==> config.mk <==
export PLATFORM = sky130hd
export DESIGN_NAME = gemm_tiled_controller
export DESIGN_NICKNAME = d
export VERILOG_FILES = /design/src/rtl/gemm_tiled_controller.sv
export SDC_FILE = /design/constraint.sdc
export NUM_CORES = 1
export LEC_CHECK = 0
export ABC_AREA = 1
export BUFFER_PORTS_ARGS = -buffer_cell sky130_fd_sc_hd__buf_4
export CORE_ASPECT_RATIO = 1.75
export CORE_MARGIN = 4
export CORE_UTILIZATION = 58
export CTS_CLUSTER_DIAMETER = 50
export DETAILED_ROUTE_END_ITERATION = 10
export GPL_ROUTABILITY_DRIVEN = 0
export PLACE_DENSITY = 0.84
export SYNTH_ARGS = -nofsm -noshare
export SYNTH_HDL_FRONTEND = slang
export SYNTH_SLANG_ARGS = --single-unit
==> constraint.sdc <==
create_clock -name clk_i -period 4.7 [get_ports clk_i]
set_input_delay 0.235 -clock clk_i [delete_from_list [all_inputs] [get_ports clk_i]]
set_output_delay 0.235 -clock clk_i [all_outputs]
set_load 0.1 [all_outputs]
==> src/rtl/gemm_tiled_controller.sv <==
// Loop controller for the tiled GeMM datapath: walks output tiles, sequences K beats, hands off results.
// Optional GEMM_CTRL_TAIL_MASK_EN: ceil tile counts plus per-beat thermometer lane masks.
module gemm_tiled_controller #(
    parameter int AddrWidth = 16,
    parameter int TileM     = 4,
    parameter int TileK     = 4,
    parameter int TileN     = 4
) (
    input  logic                 clk_i,
    input  logic                 rst_i,
    input  logic                 start_i,
    input  logic                 abort_i,
    input  logic                 loop_order_i,
    input  logic [AddrWidth-1:0] M_size_i,
    input  logic [AddrWidth-1:0] K_size_i,
    input  logic [AddrWidth-1:0] N_size_i,
    input  logic                 input_valid_i,
    output logic                 input_ready_o,
    output logic                 acc_clear_o,
    output logic [AddrWidth-1:0] M_count_o,
    output logic [AddrWidth-1:0] K_count_o,
    output logic [AddrWidth-1:0] N_count_o,
`ifdef GEMM_CTRL_TAIL_MASK_EN
    output logic [TileM-1:0]     M_mask_o,
    output logic [TileK-1:0]     K_mask_o,
    output logic [TileN-1:0]     N_mask_o,
`endif
    output logic                 result_valid_o,
    input  logic                 result_ready_i,
    output logic [AddrWidth-1:0] result_m_o,
    output logic [AddrWidth-1:0] result_n_o,
    output logic                 busy_o,
    output logic                 done_o
);

    localparam int LogM = $clog2(TileM);
    localparam int LogK = $clog2(TileK);
    localparam int LogN = $clog2(TileN);

    typedef enum logic [1:0] {IDLE, BUSY, DRAIN, DONE} state_t;

    state_t state, state_next;

    logic [AddrWidth-1:0] m_sz, k_sz, n_sz;
    logic                 order;
    logic [AddrWidth-1:0] tm, tk, tn;
    logic                 zero_in, stall, accept, res_hs;
    logic                 last_m, last_k, last_n, final_beat;

    function automatic logic [AddrWidth-1:0] tiles(input logic [AddrWidth-1:0] sz, input int lg);
`ifdef GEMM_CTRL_TAIL_MASK_EN
        logic [AddrWidth:0] padded;
        padded = {1'b0, sz} + (AddrWidth+1)'((1 << lg) - 1);
        return AddrWidth'(padded >> lg);
`else
        return sz >> lg;
`endif
    endfunction

    assign tm = tiles(m_sz, LogM);
    assign tk = tiles(k_sz, LogK);
    assign tn = tiles(n_sz, LogN);

    assign zero_in = (tiles(M_size_i, LogM) == '0) || (tiles(K_size_i, LogK) == '0) ||
                     (tiles(N_size_i, LogN) == '0);

    assign stall         = result_valid_o && !result_ready_i;
    assign input_ready_o = (state == BUSY) && !stall;
    assign accept        = input_valid_i && input_ready_o;
    assign acc_clear_o   = (K_count_o == '0) && input_ready_o;
    assign res_hs        = result_valid_o && result_ready_i;
    assign busy_o        = (state != IDLE);

    assign last_m     = (M_count_o == tm - AddrWidth'(1));
    assign last_k     = (K_count_o == tk - AddrWidth'(1));
    assign last_n     = (N_count_o == tn - AddrWidth'(1));
    assign final_beat = last_k && last_m && last_n;

    always_ff @(posedge clk_i or posedge rst_i) begin
        if (rst_i) state <= IDLE;
        else       state <= state_next;
    end

    always_comb begin
        state_next = state;
        done_o     = 1'b0;
        case (state)
            IDLE:  if (start_i) state_next = zero_in ? DONE : BUSY;
            BUSY:  if (accept && final_beat) state_next = DRAIN;
            DRAIN: if (res_hs) state_next = DONE;
            DONE: begin
                done_o     = 1'b1;
                state_next = IDLE;
            end
            default: state_next = IDLE;
        endcase
        if (abort_i) begin
            state_next = IDLE;
            done_o     = 1'b0;
        end
    end

    // Sizes and order are frozen for the whole job; later input changes are ignored.
    always_ff @(posedge clk_i or posedge rst_i) begin
        if (rst_i) begin
            m_sz  <= '0;
            k_sz  <= '0;
            n_sz  <= '0;
            order <= 1'b0;
        end else if (state == IDLE && start_i && !abort_i) begin
            m_sz  <= M_size_i;
            k_sz  <= K_size_i;
            n_sz  <= N_size_i;
            order <= loop_order_i;
        end
    end

    // Counters hold on the final beat so DRAIN still shows the last tile position.
    always_ff @(posedge clk_i or posedge rst_i) begin
        if (rst_i) begin
            M_count_o <= '0;
            K_count_o <= '0;
            N_count_o <= '0;
        end else if (abort_i || state == DONE || (state == IDLE && start_i)) begin
            M_count_o <= '0;
            K_count_o <= '0;
            N_count_o <= '0;
        end else if (accept && !final_beat) begin
            K_count_o <= last_k ? '0 : K_count_o + AddrWidth'(1);
            if (last_k) begin
                if (!order) begin
                    N_count_o <= last_n ? '0 : N_count_o + AddrWidth'(1);
                    if (last_n) M_count_o <= M_count_o + AddrWidth'(1);
                end else begin
                    M_count_o <= last_m ? '0 : M_count_o + AddrWidth'(1);
                    if (last_m) N_count_o <= N_count_o + AddrWidth'(1);
                end
            end
        end
    end

    // A newly completed tile overrides a same-cycle handshake of the previous one.
    always_ff @(posedge clk_i or posedge rst_i) begin
        if (rst_i) begin
            result_valid_o <= 1'b0;
            result_m_o     <= '0;
            result_n_o     <= '0;
        end else if (abort_i) begin
            result_valid_o <= 1'b0;
            result_m_o     <= '0;
            result_n_o     <= '0;
        end else if (accept && last_k) begin
            result_valid_o <= 1'b1;
            result_m_o     <= M_count_o;
            result_n_o     <= N_count_o;
        end else if (res_hs) begin
            result_valid_o <= 1'b0;
        end
    end

`ifdef GEMM_CTRL_TAIL_MASK_EN
    logic [AddrWidth-1:0] m_rem, k_rem, n_rem;
    logic                 m_tail, k_tail, n_tail;

    assign m_rem  = m_sz & AddrWidth'(TileM - 1);
    assign k_rem  = k_sz & AddrWidth'(TileK - 1);
    assign n_rem  = n_sz & AddrWidth'(TileN - 1);
    assign m_tail = last_m && (m_rem != '0);
    assign k_tail = last_k && (k_rem != '0);
    assign n_tail = last_n && (n_rem != '0);

    always_comb begin
        M_mask_o = '0;
        K_mask_o = '0;
        N_mask_o = '0;
        for (int i = 0; i < TileM; i++) M_mask_o[i] = !m_tail || (AddrWidth'(i) < m_rem);
        for (int i = 0; i < TileK; i++) K_mask_o[i] = !k_tail || (AddrWidth'(i) < k_rem);
        for (int i = 0; i < TileN; i++) N_mask_o[i] = !n_tail || (AddrWidth'(i) < n_rem);
    end
`endif

endmodule

==> flow_metrics.py <==
metrics = {
    "floorplan": {
        "initial_core_util": 0.598,
        "rows": 57,
        "core_um2": 14000,
        "dieHeight_um": 167,
        "io_pins": 140,
        "die_area_um2": 16500,
        "dieWidth_um": 98.8,
    },
    "place": {
        "dp_hpwl_mm": 17.6,
        "placed_cell_area_um2": 9410,
        "preCtsSetupSlack_ns": 1.54,
        "dp.cells": 1448,
        "port-buffer-count": 133,
    },
    "clocking": {
        "worstSkewPairLatency_ns": 0.42,
        "clock_sink_count": 126,
        "htree_levels": 4,
        "cts-root-buf": "clkbuf_16",
        "path_clk_slew_ns": 0.06,
        "cts_tree": "done",
        "cts_resized": 0,
        "postCtsSetupBuffers": 0,
        "clk_path_buf_depth": 2,
        "postCtsHoldBufs": 0,
        "numCtsBuffers": 17,
    },
    "route": {
        "viasPerCell": 5.67,
        "ant_nets": 0,
        "wl_mm": 23.6,
        "drc": 0,
        "wl_per_cell_um": 15.9,
        "via_count": 8388,
        "drt_iter0_drc": 525,
        "first_pass_iters": 5,
    },
    "power": {
        "p_seq_frac": 0.320,
        "p_leak_nw": 4.90,
        "power.total_w": 0.00496,
        "power.share.clock": 0.265,
        "switching_share": 0.445,
        "p_int_w": 0.00275,
        "pwr_density_cell_nw_per_um2": 496,
        "pwr-share-comb": 0.415,
        "netSwitchingPower_w": 0.00220,
        "ir_worst_vdd_mv": 0.566,
    },
    "yosys": {
        "synth_edf_count": 0,
        "ys_seq_elements": 126,
        "ys_seq_area_frac": 0.377,
        "synthDistinctLibCells": 39,
        "synth.area.top_cells": "dfrtp_1 38%, nand2_1 13%, nor2_1 6.7%, nand3_1 6.2%, inv_1 5.8%",
        "yosysWarnings": 0,
        "synth_top_area_cell": "dfrtp_1",
        "netlist_area_um2": 8360,
        "netlist_instances": 1173,
        "avgSynthCellArea_um2": 7.13,
        "syn-num-nets": 1240,
        "ys.flop_type": "dfrtp_1",
        "async_flop_share": 1.00,
        "synth_top_area_share": 0.377,
    },
    "layout": {
        "fin_area_um2": 10000,
        "fin_cells": 1480,
        "antenna_cells": 0,
        "drive_gt1_frac": 0.177,
        "layout_commonest_cell": "nand2_1",
        "mostFrequentLayoutCells": "295 x nand2_1, 150 x nor2_1, 136 x buf_4, 128 x inv_1, 126 x dfrtp_1",
        "areaGrowthSynthToFinish_pct": 19.6,
        "nets": 1357,
    },
    "global_routing": {
        "antenna_found_initial": 0,
        "grt_max_degree": 79,
        "grt_use_met2": 0.521,
        "grt_pass1_vias": 8059,
        "grt_usage": 0.288,
        "grt_pass1_wl_mm": 38.5,
        "top_usage_layer": "met2",
        "grtUsageMet1": 0.323,
        "gr-total-overflow": 0,
        "met3_usage": 0.0431,
    },
    "setup_path": {
        "critical-path-max-stage-delay_ns": 0.62,
        "crit_fanout": 37,
        "critical_path_class": "reg -> reg",
        "cp.arrival_ns": 3.54,
        "cp_cell_sequence": "inv_2 -> ha_1 -> nand3_2 -> nor2_2 -> nand2_1 -> nand2_1 -> nand2_1 -> nor2_1 -> nand2_1 -> nor2_1 -> nand2_1 -> nand2_2 -> nand3_2 -> nand2_1 -> nand2_1",
        "slowest_stage": "nand2_2",
        "critPathBufInv": 1,
        "worstSetupStartpointType": "flip-flop",
        "crit_family": "simple AND/OR/NAND/NOR gates",
        "required_ns": 5.00,
        "cp-end-kind": "flip-flop",
        "crit_top_cell": "nand2_1",
    },
    "timing": {
        "hold_violations": 0,
        "slew_headroom": 0.287,
        "finClkSkew_ns": 0.0103,
        "final_max_slew_viol_count": 0,
        "tightest_slew_ns": 1.07,
        "fin_ws_ns": 1.45,
        "max_clock_freq_mhz": 308,
        "fin_setup_tns_ns": 0,
        "layout_worst_path_cycle_share": 0.691,
        "setup_viol": 0,
        "period_minus_slack_ns": 3.25,
        "rsz0062_at_grt": "false",
    },
    "worst_hold_path": {
        "hold_class": "in -> async",
    },
    "outcome": {
        "status": "finished clean",
    },
    "job": {
        "cap_violations": 0,
    },
}
## final cells by class
cell class	instances	area (µm²)
clock inverters	13	141
well taps	177	221
multi-input cells	867	4480
fillers	1145	3980
repair buffers	136	1020
clock buffers	19	443
flip-flops and latches	126	3150
inverters	142	536
## Yosys cell counts (4+ instances only)
master and n:
ha_1 12, a21oi_1 20, nand3b_1 11, xnor2_1 21
buf_6 4, nand3_2 5, dfrtp_1 126, nor3_1 16
xor2_1 40, clkbuf_1 17, inv_2 13, nor2_1 150
nor2_2 11, nor4_1 14, buf_2 10, o22ai_2 6
nand2_1 295, mux2_2 13, nor2_4 5, o21ai_1 5
o21ai_0 62, nand2_2 7, nand4_1 55, inv_1 129
nand3_1 103
## power groups by stage
stage / Combinational (W) / Clock [W] / Sequential [W]
6_report: 0.00206 / 0.00131 / 0.00159
5_1_grt: 0.00229 / 0.00137 / 0.00161
4_1_cts: 0.00205 / 0.00132 / 0.00158
3_5_place_dp: 0.00204 / 0 / 0.00160
3_3_place_gp: 0.00198 / 0 / 0.00159
2_1_floorplan: 0.00150 / 0 / 0.00167
## cells by family after synthesis
| kind of cell | count (synthesis) | synth area share |
|---|---|---|
| adder cells (fa/ha/maj) | 12 | 0.0180 |
| flip-flops | 126 | 0.377 |
| XOR/XNOR | 63 | 0.0686 |
| buffers and inverters | 180 | 0.0871 |
| multiplexers | 13 | 0.0175 |
| AO/OA/AOI/OAI | 100 | 0.0674 |
| AND/OR/NAND/NOR | 679 | 0.364 |
## sequential cells by signal, summed over array words and instances, names as in the netlist, 2 cells and up
name	flops
K_count_o	16
m_sz	14
result_m_o	16
M_count_o	16
N_count_o	16
state	2
result_n_o	16
k_sz	14
n_sz	14
## layer usage
metal,wire (µm),share of wire,vias up
met1,8430,0.36,3873
met4,1170,0.050,0
met5,0,0,-
li1,-,-,4043
met3,1540,0.065,94
met2,12500,0.53,378
## through the flow
stage	hold slack, ns	utilization
detailed placement	0.484	0.673
floorplan	0.380	-
global placement	0.479	0.673
finish	0.0252	0.715
global route	0.0542	0.715
CTS	0.0529	0.715
## final timing paths
| check | start | end | slack [ns] | depth (start not counted) |
|---|---|---|---|---|
| max | k_sz[2] | N_count_o[13] | 1.45 | 15 |
| min | rst_i | result_m_o[9] | 0.03 | 2 |
| max reg2reg | k_sz[2] | N_count_o[13] | 1.45 | 15 |
| min reg2reg | result_n_o[12] | result_n_o[12] | 0.51 | 2 |
| max in group asynchronous | rst_i | m_sz[13] | 3.43 | 3 |
| min in group clk_i | K_size_i[15] | k_sz[15] | 0.06 | 2 |
Power figures use the tool's default switching activity.
